--- config.mk ---
export PLATFORM = sky130hd
export DESIGN_NAME = position_tracker_flat
export DESIGN_NICKNAME = d
export VERILOG_FILES = /design/src/rtl/position_pkg.sv /design/src/rtl/position_tracker_if.sv /design/src/rtl/position_next.sv /design/src/rtl/position_tracker.sv /design/src/flat_wrapper.sv
export SDC_FILE = /design/constraint.sdc
export NUM_CORES = 1
export LEC_CHECK = 0
export CORE_AREA = 2 2 39 41
export DETAILED_ROUTE_END_ITERATION = 10
export DIE_AREA = 0 0 41 43
export GPL_TIMING_DRIVEN = 0
export HOLD_SLACK_MARGIN = 0.08
export PLACE_DENSITY = 0.75
export SYNTH_ARGS = -nofsm -noshare
export SYNTH_HDL_FRONTEND = slang
export SYNTH_HIERARCHICAL = 1
export SYNTH_SLANG_ARGS = --single-unit
--- constraint.sdc ---
create_clock -name clk -period 1.8 [get_ports clk]
set_input_delay 0.36 -clock clk [delete_from_list [all_inputs] [get_ports clk]]
set_output_delay 0.36 -clock clk [all_outputs]
set_load 0.02 [all_outputs]
--- src/rtl/position_pkg.sv ---
// Shared constants and helpers for the board position tracker and the legacy display path.
package position_pkg;

  localparam int unsigned HOME_CODE = 0;
  localparam logic STEP_HOME  = 1'b0;
  localparam logic STEP_FRONT = 1'b1;

  localparam int unsigned MAX_POS = 64;

  // Home occupies the MSB, front the LSB; out-of-range codes yield all zeros.
  function automatic logic [MAX_POS-1:0] code_to_onehot(input int unsigned code,
                                                         input int unsigned num_pos);
    logic [MAX_POS-1:0] oh;
    oh = '0;
    if ((num_pos <= MAX_POS) && (code < num_pos)) begin
      oh = MAX_POS'(1) << (num_pos - 1 - code);
    end
    return oh;
  endfunction

endpackage

--- src/rtl/position_tracker_if.sv ---
// Request/status bundle between the player-control FSM and the position tracker.
// Carries move_cnt only when POSITION_TRACKER_MOVE_CNT_EN is defined.
interface position_tracker_if #(
  parameter int unsigned NUM_POS = 3
);
  localparam int unsigned PW = $clog2(NUM_POS);

  logic               load_valid;
  logic [PW-1:0]      load_pos;
  logic               step_valid;
  logic               step_dir;
  logic               err_clr;
  logic [PW-1:0]      pos_code;
  logic [NUM_POS-1:0] pos_onehot;
  logic               at_home;
  logic               at_front;
  logic               bump;
  logic               moved;
  logic               err;
`ifdef POSITION_TRACKER_MOVE_CNT_EN
  logic [15:0]        move_cnt;
`endif

  modport master (
    output load_valid, load_pos, step_valid, step_dir, err_clr,
    input  pos_code, pos_onehot, at_home, at_front, bump, moved, err
`ifdef POSITION_TRACKER_MOVE_CNT_EN
    , input move_cnt
`endif
  );

  modport slave (
    input  load_valid, load_pos, step_valid, step_dir, err_clr,
    output pos_code, pos_onehot, at_home, at_front, bump, moved, err
`ifdef POSITION_TRACKER_MOVE_CNT_EN
    , output move_cnt
`endif
  );

endinterface

--- src/rtl/position_next.sv ---
// Combinational next-position calculator: load beats step, steps saturate or wrap at the ends.
module position_next
  import position_pkg::*;
#(
  parameter int unsigned NUM_POS = 3,
  parameter int unsigned WRAP    = 0,
  localparam int unsigned PW     = $clog2(NUM_POS)
) (
  input  logic [PW-1:0] cur_code,
  input  logic          load_valid,
  input  logic [PW-1:0] load_pos,
  input  logic          step_valid,
  input  logic          step_dir,
  output logic [PW-1:0] next_code_c,
  output logic          bump_c,
  output logic          moved_c,
  output logic          load_err_c
);

  localparam int unsigned WW = PW + 1;
  localparam logic [WW-1:0] NUM_W   = WW'(NUM_POS);
  localparam logic [PW-1:0] FRONT_C = PW'(NUM_POS - 1);
  localparam logic [PW-1:0] HOME_C  = PW'(HOME_CODE);

  logic [WW-1:0] cur_w;
  logic [WW-1:0] load_w;
  logic [WW-1:0] inc_w;
  logic [WW-1:0] dec_w;

  // Extra bit keeps the end-of-board checks honest when NUM_POS is a power of two.
  always_comb begin
    cur_w  = {1'b0, cur_code};
    load_w = {1'b0, load_pos};
    inc_w  = cur_w + WW'(1);
    dec_w  = cur_w - WW'(1);
  end

  always_comb begin
    next_code_c = cur_code;
    bump_c      = 1'b0;
    moved_c     = 1'b0;
    load_err_c  = 1'b0;

    if (load_valid) begin
      if (load_w >= NUM_W) begin
        load_err_c = 1'b1;
      end else begin
        next_code_c = load_pos;
        moved_c     = (load_pos != cur_code);
      end
    end else if (step_valid) begin
      if (step_dir == STEP_FRONT) begin
        if (inc_w >= NUM_W) begin
          if (WRAP != 0) begin
            next_code_c = HOME_C;
            moved_c     = 1'b1;
          end else begin
            bump_c = 1'b1;
          end
        end else begin
          next_code_c = inc_w[PW-1:0];
          moved_c     = 1'b1;
        end
      end else begin
        // Borrow out of the top bit means we were already at home.
        if (dec_w[PW]) begin
          if (WRAP != 0) begin
            next_code_c = FRONT_C;
            moved_c     = 1'b1;
          end else begin
            bump_c = 1'b1;
          end
        end else begin
          next_code_c = dec_w[PW-1:0];
          moved_c     = 1'b1;
        end
      end
    end
  end

endmodule

--- src/rtl/position_tracker.sv ---
// Registered board position tracker (code + one-hot, boundary bump, sticky load error).
// Define POSITION_TRACKER_MOVE_CNT_EN to add a saturating 16-bit move counter.
module position_tracker
  import position_pkg::*;
#(
  parameter int unsigned NUM_POS = 3,
  parameter int unsigned WRAP    = 0
) (
  input logic              clk,
  input logic              rst,
  position_tracker_if.slave bus
);

  localparam int unsigned PW = $clog2(NUM_POS);
  localparam logic [PW-1:0]      HOME_C    = PW'(HOME_CODE);
  localparam logic [PW-1:0]      FRONT_C   = PW'(NUM_POS - 1);
  localparam logic [NUM_POS-1:0] HOME_OH   = NUM_POS'(code_to_onehot(HOME_CODE, NUM_POS));

  logic [PW-1:0]      next_code_c;
  logic               bump_c;
  logic               moved_c;
  logic               load_err_c;

  logic [PW-1:0]      pos_code_q;
  logic [NUM_POS-1:0] pos_onehot_q;
  logic               at_home_q;
  logic               at_front_q;
  logic               bump_q;
  logic               moved_q;
  logic               err_q;

  position_next #(
    .NUM_POS (NUM_POS),
    .WRAP    (WRAP)
  ) u_next (
    .cur_code    (pos_code_q),
    .load_valid  (bus.load_valid),
    .load_pos    (bus.load_pos),
    .step_valid  (bus.step_valid),
    .step_dir    (bus.step_dir),
    .next_code_c (next_code_c),
    .bump_c      (bump_c),
    .moved_c     (moved_c),
    .load_err_c  (load_err_c)
  );

  // Flags are derived from the next code so they line up with pos_code.
  always_ff @(posedge clk) begin
    if (rst) begin
      pos_code_q   <= HOME_C;
      pos_onehot_q <= HOME_OH;
      at_home_q    <= 1'b1;
      at_front_q   <= 1'b0;
      bump_q       <= 1'b0;
      moved_q      <= 1'b0;
      err_q        <= 1'b0;
    end else begin
      pos_code_q   <= next_code_c;
      pos_onehot_q <= NUM_POS'(code_to_onehot(32'(next_code_c), NUM_POS));
      at_home_q    <= (next_code_c == HOME_C);
      at_front_q   <= (next_code_c == FRONT_C);
      bump_q       <= bump_c;
      moved_q      <= moved_c;
      if (load_err_c) begin
        err_q <= 1'b1;
      end else if (bus.err_clr) begin
        err_q <= 1'b0;
      end
    end
  end

  assign bus.pos_code   = pos_code_q;
  assign bus.pos_onehot = pos_onehot_q;
  assign bus.at_home    = at_home_q;
  assign bus.at_front   = at_front_q;
  assign bus.bump       = bump_q;
  assign bus.moved      = moved_q;
  assign bus.err        = err_q;

`ifdef POSITION_TRACKER_MOVE_CNT_EN
  logic [15:0] move_cnt_q;

  always_ff @(posedge clk) begin
    if (rst) begin
      move_cnt_q <= 16'd0;
    end else if (moved_c && (move_cnt_q != 16'hFFFF)) begin
      move_cnt_q <= move_cnt_q + 16'd1;
    end
  end

  assign bus.move_cnt = move_cnt_q;
`endif

endmodule
--- src/flat_wrapper.sv ---
// flat-port wrapper written by rule: the top's interface ports become plain ports
module position_tracker_flat import position_pkg::*;
#(
  parameter int unsigned NUM_POS = 3,
  parameter int unsigned WRAP    = 0
)
  (clk, rst, bus_load_valid, bus_load_pos, bus_step_valid, bus_step_dir, bus_err_clr, bus_pos_code, bus_pos_onehot, bus_at_home, bus_at_front, bus_bump, bus_moved, bus_err);
  position_tracker_if #(.NUM_POS(NUM_POS)) bus_i ();
  input logic clk;
  input logic rst;
  input wire logic [$bits(bus_i.load_valid)-1:0] bus_load_valid;
  input wire logic [$bits(bus_i.load_pos)-1:0] bus_load_pos;
  input wire logic [$bits(bus_i.step_valid)-1:0] bus_step_valid;
  input wire logic [$bits(bus_i.step_dir)-1:0] bus_step_dir;
  input wire logic [$bits(bus_i.err_clr)-1:0] bus_err_clr;
  output wire logic [$bits(bus_i.pos_code)-1:0] bus_pos_code;
  output wire logic [$bits(bus_i.pos_onehot)-1:0] bus_pos_onehot;
  output wire logic [$bits(bus_i.at_home)-1:0] bus_at_home;
  output wire logic [$bits(bus_i.at_front)-1:0] bus_at_front;
  output wire logic [$bits(bus_i.bump)-1:0] bus_bump;
  output wire logic [$bits(bus_i.moved)-1:0] bus_moved;
  output wire logic [$bits(bus_i.err)-1:0] bus_err;
  assign bus_i.load_valid = bus_load_valid;
  assign bus_i.load_pos = bus_load_pos;
  assign bus_i.step_valid = bus_step_valid;
  assign bus_i.step_dir = bus_step_dir;
  assign bus_i.err_clr = bus_err_clr;
  assign bus_pos_code = bus_i.pos_code;
  assign bus_pos_onehot = bus_i.pos_onehot;
  assign bus_at_home = bus_i.at_home;
  assign bus_at_front = bus_i.at_front;
  assign bus_bump = bus_i.bump;
  assign bus_moved = bus_i.moved;
  assign bus_err = bus_i.err;
  position_tracker #(.NUM_POS(NUM_POS), .WRAP(WRAP)) u_core (.clk(clk), .rst(rst), .bus(bus_i));
endmodule
; ---- After elaboration in Yosys (flattened, before gate mapping)
; Cells that the tools add are included.
[op_classes]
order_cmp = 3
n_shift = 1
bitwise_logic = 2
n_mux = 20
eq_ne = 2
n_addsub = 3
n_reduce_logical = 4
[ops]
columns = operator, n
row1 = "1-bit by 32-bit left shift with 3-bit output, first input constant", 1
row2 = 1-bit two-way mux, 13
row3 = 2-bit two-way mux, 6
row4 = "2-bit by 1-bit adder with 3-bit output, second input constant", 1
row5 = "3-bit by 2-bit >= comparator with 1-bit output, second input constant", 1
row6 = 3-bit two-way mux, 1
row7 = 3-bit OR reduction, 1
row8 = "2-bit by 1-bit subtractor with 3-bit output, second input constant", 1
row9 = "2-bit by 2-bit subtractor with 3-bit output, first input constant", 1
row10 = "2-bit equality test, second input constant", 1
row11 = "2-bit >= comparator, second input constant", 1
row12 = 2-bit logical NOT, 1
row13 = "2-bit less-than comparator, second input constant", 1
row14 = 2-bit != test, 1
row15 = 1-bit NOT, 2
row16 = 2-bit nonzero test, 1
row17 = 2-bit OR reduction, 1
[word_totals]
regBits = 10
wordCells = 43
output_inout_bits = 10
inputBits = 8

; ---- Longest topological paths before layout
; Gate-level depths: netlist of the first run.
[depth]
ltp_word = 9
mapped_depth = 7

; ---- By module
; The synthesis of the first run kept the hierarchy.
[modules_own_cells]
columns = mod, n_inst, area_per_inst_um2, seq_area_each_um2, cells_per_inst
row1 = position_tracker, 1, 261.5, 180.2, 21
row2 = position_next, 1, 183.9, 0.0, 27

; ---- Least setup slack after synthesis of the first run
; OpenSTA, ideal clock, no wires.
[synth_timing]
path_type = register to register
start = reg u_core.pos_code_q[0] (netlist: u_core/bus.pos_code[0])
end = reg u_core.pos_onehot_q[1] (netlist: u_core/bus.pos_onehot[1])
stages_incl_launch_ff = 7
arrival_ns = 1.452
slack_ns = 0.234
cell_sequence = dfxtp_1 -> inv_1 -> ha_1 -> a21oi_1 -> o221a_1 -> nor2b_2 -> and2b_1
[synth_between]
elab_chain_cells = 9
word_cells_on_any_way = 14
cone_classes = add/sub: 3 / order compare: 2 / shift: 1 / mux: 6 / bitwise: 1 / reduce/logical: 1
[synth_lines]
columns = element, line_no
row1 = "start, declared", position_tracker.sv:24  ; logic [PW-1:0] pos_code_q;
row2 = "start signal, assigned", position_tracker.sv:58  ; pos_code_q <= next_code_c;
row3 = 2-bit by 1-bit adder with 3-bit output, position_next.sv:34  ; inc_w = cur_w + WW'(1);
row4 = 3-bit by 2-bit >= comparator with 1-bit output, position_next.sv:53  ; if (inc_w >= NUM_W) begin
row5 = 2-bit two-way mux, position_next.sv:53
row6 = 2-bit two-way mux, position_next.sv:52  ; if (step_dir == STEP_FRONT) begin
row7 = 2-bit two-way mux, position_next.sv:51  ; end else if (step_valid) begin
row8 = 2-bit two-way mux *, position_next.sv:44  ; if (load_valid) begin
row9 = net u_core.next_code_c[0], position_tracker.sv:19  ; logic [PW-1:0] next_code_c;
row10 = 2-bit less-than comparator, position_pkg.sv:15  ; if ((num_pos <= MAX_POS) && (code < num_pos)) begin
row11 = 1-bit NOT (no line), n/a
row12 = 2-bit OR reduction (no line), n/a
row13 = "end signal, assigned", position_tracker.sv:59  ; pos_onehot_q <= NUM_POS'(code_to_onehot(32'(next_code_c), NUM_POS));
row14 = "end, declared", position_tracker.sv:25  ; logic [NUM_POS-1:0] pos_onehot_q;
; Mark *: on every way through the listed nets, which the timed path passes. The rest lies on a longest branch.
; A chain may end at the register's enable or synchronous reset.

; ---- Final worst setup path of the first run
[layout_timing]
start = reg u_core.pos_code_q[0] (netlist: u_core/bus.pos_code[0])
end = out bus_pos_code[0]
[layout_rtl]
columns = element, line_no
row1 = "end, declared", flat_wrapper.sv:16  ; output wire logic [$bits(bus_i.pos_code)-1:0] bus_pos_code;
; No word-level cell between the ends.

==> impl.org, run 1 <==
** Synthesis
- Share of the synthesized area in compound gates (AO/OA/AOI/OAI) :: 18.3%
- Mapped Cells :: 48
- Post-synthesis net count :: 60
- Netlist cell types :: 15
- The biggest area contributor in the post-synthesis netlist is dfxtp_1.
- Summing the areas of all xor and xnor instances in the mapped netlist gives 0% of the synthesized area.
- After synthesis, the largest area contributor takes up 40.4% of total cell area.
- In this run, synthesis produced a sequential element count of 9.
- Share of the yosys chip area belonging to registers :: 40.4%
- Post-synthesis share of cell area spent on full adders, half adders and majority gates :: 11.2%
- Multiplexer share of the synthesized area :: 0%
- Summing the areas of all and, or, nand and nor instances in the mapped netlist gives 25.8% of the synthesized area.
- During synthesis, Yosys emitted a total of 6 warnings.
- Top area cells in the synthesized netlist :: dfxtp_1 40%, ha_1 11%, a21oi_1 7.9%
- By area, the combinational part of the netlist is dominated by simple AND/OR/NAND/NOR gates.
- Post-synthesis average cell area :: 9.28 µm²
- The synthesized netlist occupies a cell area of 445 µm².

** Drt
- Highest signal layer in the routed design :: met3
- Remaining number of nets flagged by the antenna check after routing :: 0
- Initial DRC Count :: 2
- Final WL :: 877 µm
- After detailed routing, the number of remaining DRC violations is 0.
- Across all layers, the routed design uses 393 vias.
- Met2 Routed Length :: 482 µm
- Iteration count of the initial detailed-routing pass :: 4
- Detail Route met3 WL :: 52 µm
- Detailed-route wire length on metal 1 :: 342 µm
- After detailed routing, the average wire length per cell comes to 10.3 µm.
- Detailed-route vias per instance :: 4.62

** Worst setup path
- Data on the critical path is required at its endpoint by 1440 ps.
- Slowest stage cell on the critical path :: clkdlybuf4s50_1
- Ordered cell list for the critical path :: clkdlybuf4s50_1
- In this design, the largest share of critical-path delay is due to buffers and inverters.
- STA classifies the critical path endpoint as a primary output.
- Counting both buffers and inverters, the worst setup path holds a total of 1.
- Reg-to-reg critical path startpoint :: u_core/bus.pos_code[1]$_SDFF_PP0_
- Slack of the worst reg-to-reg path :: 230 ps
- Critical path arrival :: 1260 ps
- The worst setup path is of the flop to primary output kind.
- The worst register-to-register path ends at u_core/bus.pos_onehot[1]$_SDFF_PP0_.
- The worst register-to-register path has a depth of 6.
- Startpoint kind of the worst setup timing path :: flop
- Largest stage delay on the critical path :: 620 ps
- Along the worst path, the maximum fanout reaches 4.

** STA
- Setup slack closes at 181 ps.
- Subtracting the final worst setup slack from the clock period gives 1620 ps.
- Dividing the final minimum period by the clock period gives 89.9%.
- Setup repair after global routing left no endpoint under its margin.
- Across the routed clock network, the largest skew measured is 0.442 ps.
- Hold Vio Cnt, Final :: 0
- Final Hold Slack :: 520 ps
- Worst relative slew slack :: 82.8%
- Transition time at the pin with the least slew margin :: 258 ps
- Highest clock frequency the design can meet :: 0.618 GHz
- Endpoints failing setup :: 0
- The final count of pins violating max slew was 0.

** Worst hold path
- Along the worst hold path, the cell count comes to 2.
- The worst hold path terminates at u_core/bus.err$_SDFFE_PP0P_.
- Hold wc startpoint :: u_core/bus.err$_SDFFE_PP0P_
- Tightest Hold Check Type :: flop to flop

** Die
- Row count :: 14
- The die is 41 µm wide.
- The total area inside the core boundary comes to 0.00138 mm².
- Boundary Pins :: 18
- The die is 43 µm tall.
- The die covers 0.00176 mm².
- Initial Util :: 32.2%

** Pwr
- For this design the static power due to leakage is 0.000286 µW.
- P per Cell Area :: 758 mW/mm²
- VDD sags by at most 0.175 mV.

** Placement
- Minimum setup slack after placement :: -16.2 ps
- Routability-driven placement finished with a final weighted congestion of 0.772.
- Input and output buffers added on the ports amount to 17.
- Summed over all nets, the half-perimeter wirelength after detailed placement is 682 µm.

** CTS
- In this run the number of H-tree levels came out at 1.
- Buffer levels on the longest clock path :: 2
- Clock insertion delay at the later pin of the skew report :: 250 ps
- CTS placed an instance of clkbuf_4 at the clock tree root.
- Register clock-pin slew on the reported worst setup and hold paths :: 50 ps
- The tree built by TritonCTS fans out to 9 sinks.
- TritonCTS built the clock tree.
- Clock buffer count from CTS :: 3

** Finish
- The area growth from synthesis to layout is 49.2%.
- Final net count :: 82
- Antenna fix cells :: 0
- The library cell used most frequently in the layout, excluding fill and tap cells, is clkdlybuf4s50_1.
- After filler insertion, the fill cell instance count of the layout stands at 136.
- Final core utilization :: 48.0%
- In the layout the commonest cells are 16 x clkdlybuf4s50_1, 9 x dfxtp_1, 7 x a21oi_1, 5 x nand2b_1, 5 x nor2_1.
- Fraction of final layout cells sized beyond drive strength 1 :: 10.1%

** Global route
- Wire length of the first global-routing pass :: 1300 µm
- The number of global-route vias before repair was 346.
- Overall Global Routing Usage :: 11.0%
- Summed over all layers, the global routing overflow is 0.
- Entering global routing, the biggest net connects 9 pins.
- Antenna violations before repair :: 0

** Outcome
- Result of the run :: finished, final reports clean

** Flow run
- Max cap viols :: 0
==> how the worst max path moves through the flow <==
stage / from / endpoint / slack, ps / cells past startpoint
2_1_floorplan: u_core/bus.pos_code[0]$_SDFF_PP0_ / u_core/bus.pos_onehot[1]$_SDFF_PP0_ / 230 / 6
3_3_place_gp: bus_load_valid / u_core/bus.pos_onehot[1]$_SDFF_PP0_ / -8 / 5
3_5_place_dp: bus_load_valid / u_core/bus.pos_onehot[1]$_SDFF_PP0_ / -20 / 5
4_1_cts: u_core/bus.pos_code[1]$_SDFF_PP0_ / bus_pos_code[1] / 50 / 1
5_1_grt: u_core/bus.pos_code[1]$_SDFF_PP0_ / u_core/bus.pos_onehot[1]$_SDFF_PP0_ / 110 / 6
6_report: u_core/bus.pos_code[0]$_SDFF_PP0_ / bus_pos_code[0] / 180 / 1
==> Yosys cell counts, drive strengths merged <==
cell	count
o221ai	1
and2b	2
a21o	1
inv	3
o21bai	1
nor2	5
nand2b	5
a21oi	7
ha	4
o221a	2
dfxtp	9
nor2b	6
and3	1
buf	1
==> layout make-up <==
cell class | instances | area (µm²) | share of cell area [%]
repair buffers | 17 | 173 | 26.0
inverters | 3 | 11.3 | 1.69
plain buffers | 1 | 7.51 | 1.13
flip-flops and latches | 9 | 180 | 27.1
clock buffers | 4 | 26.3 | 3.95
well taps | 16 | 20.0 | 3.01
multi-input cells | 35 | 246 | 37.1
==> timing repair <==
item / CTS / global route
setup endpoints to repair: 0 / 1
setup buffers: 0 / 0
hold buffers: 0 / 0
resized for setup: 0 / 1
==> through the flow <==
| step | setup TNS [ps] | std cells | total power [µW] | instance area [µm²] |
|---|---|---|---|---|
| after floorplan | 0 | 48 | 300 | 445 |
| after global placement | -7.54 | 81 | 360 | 636 |
| after detailed placement | -16.2 | 81 | 364 | 636 |
| after CTS | 0 | 85 | 513 | 662 |
| after global routing | 0 | 85 | 535 | 664 |
| final | 0 | 85 | 504 | 664 |
==> sequential cells by signal, summed over array words and instances, names as in the netlist <==
signal / flops
u_core/bus.pos_code: 2
u_core/bus.pos_onehot: 2
u_core/bus.at_front: 1
u_core/bus.at_home: 1
u_core/bus.bump: 1
u_core/bus.err: 1
u_core/bus.moved: 1
==> power by group <==
part           total, µW  switching [µW]  leakage, µW  internal (µW)
clock                145            59.9    0.0000150           84.7
sequential           224            9.48    0.0000742            214
combinational        136            62.3     0.000197           73.2
==> layer usage <==
layer | track usage, % | vias to the layer above
met2 | 19.4 | 11
met4 | 8.00 | 0
met3 | 1.57 | 0
met1 | 10.4 | 179
li1 | - | 203
met5 | 0 | -
==> cell families (layout without fill, tap and decap cells) <==
logic type	count (synthesis)	after routing
AOI/OAI and AO/OA	12	12
adders and majority gates	4	4
buffers and inverters	4	25
DFF	9	9
and+or+nand+nor	19	19
(Power assumes the default switching activity.)
==> run 2, diff against run 1 <==
- TNS_END_PERCENT: not set -> 10
==> results of run 2 <==
Same layout as run 1: the final DEF is identical, and so are final timing and power.
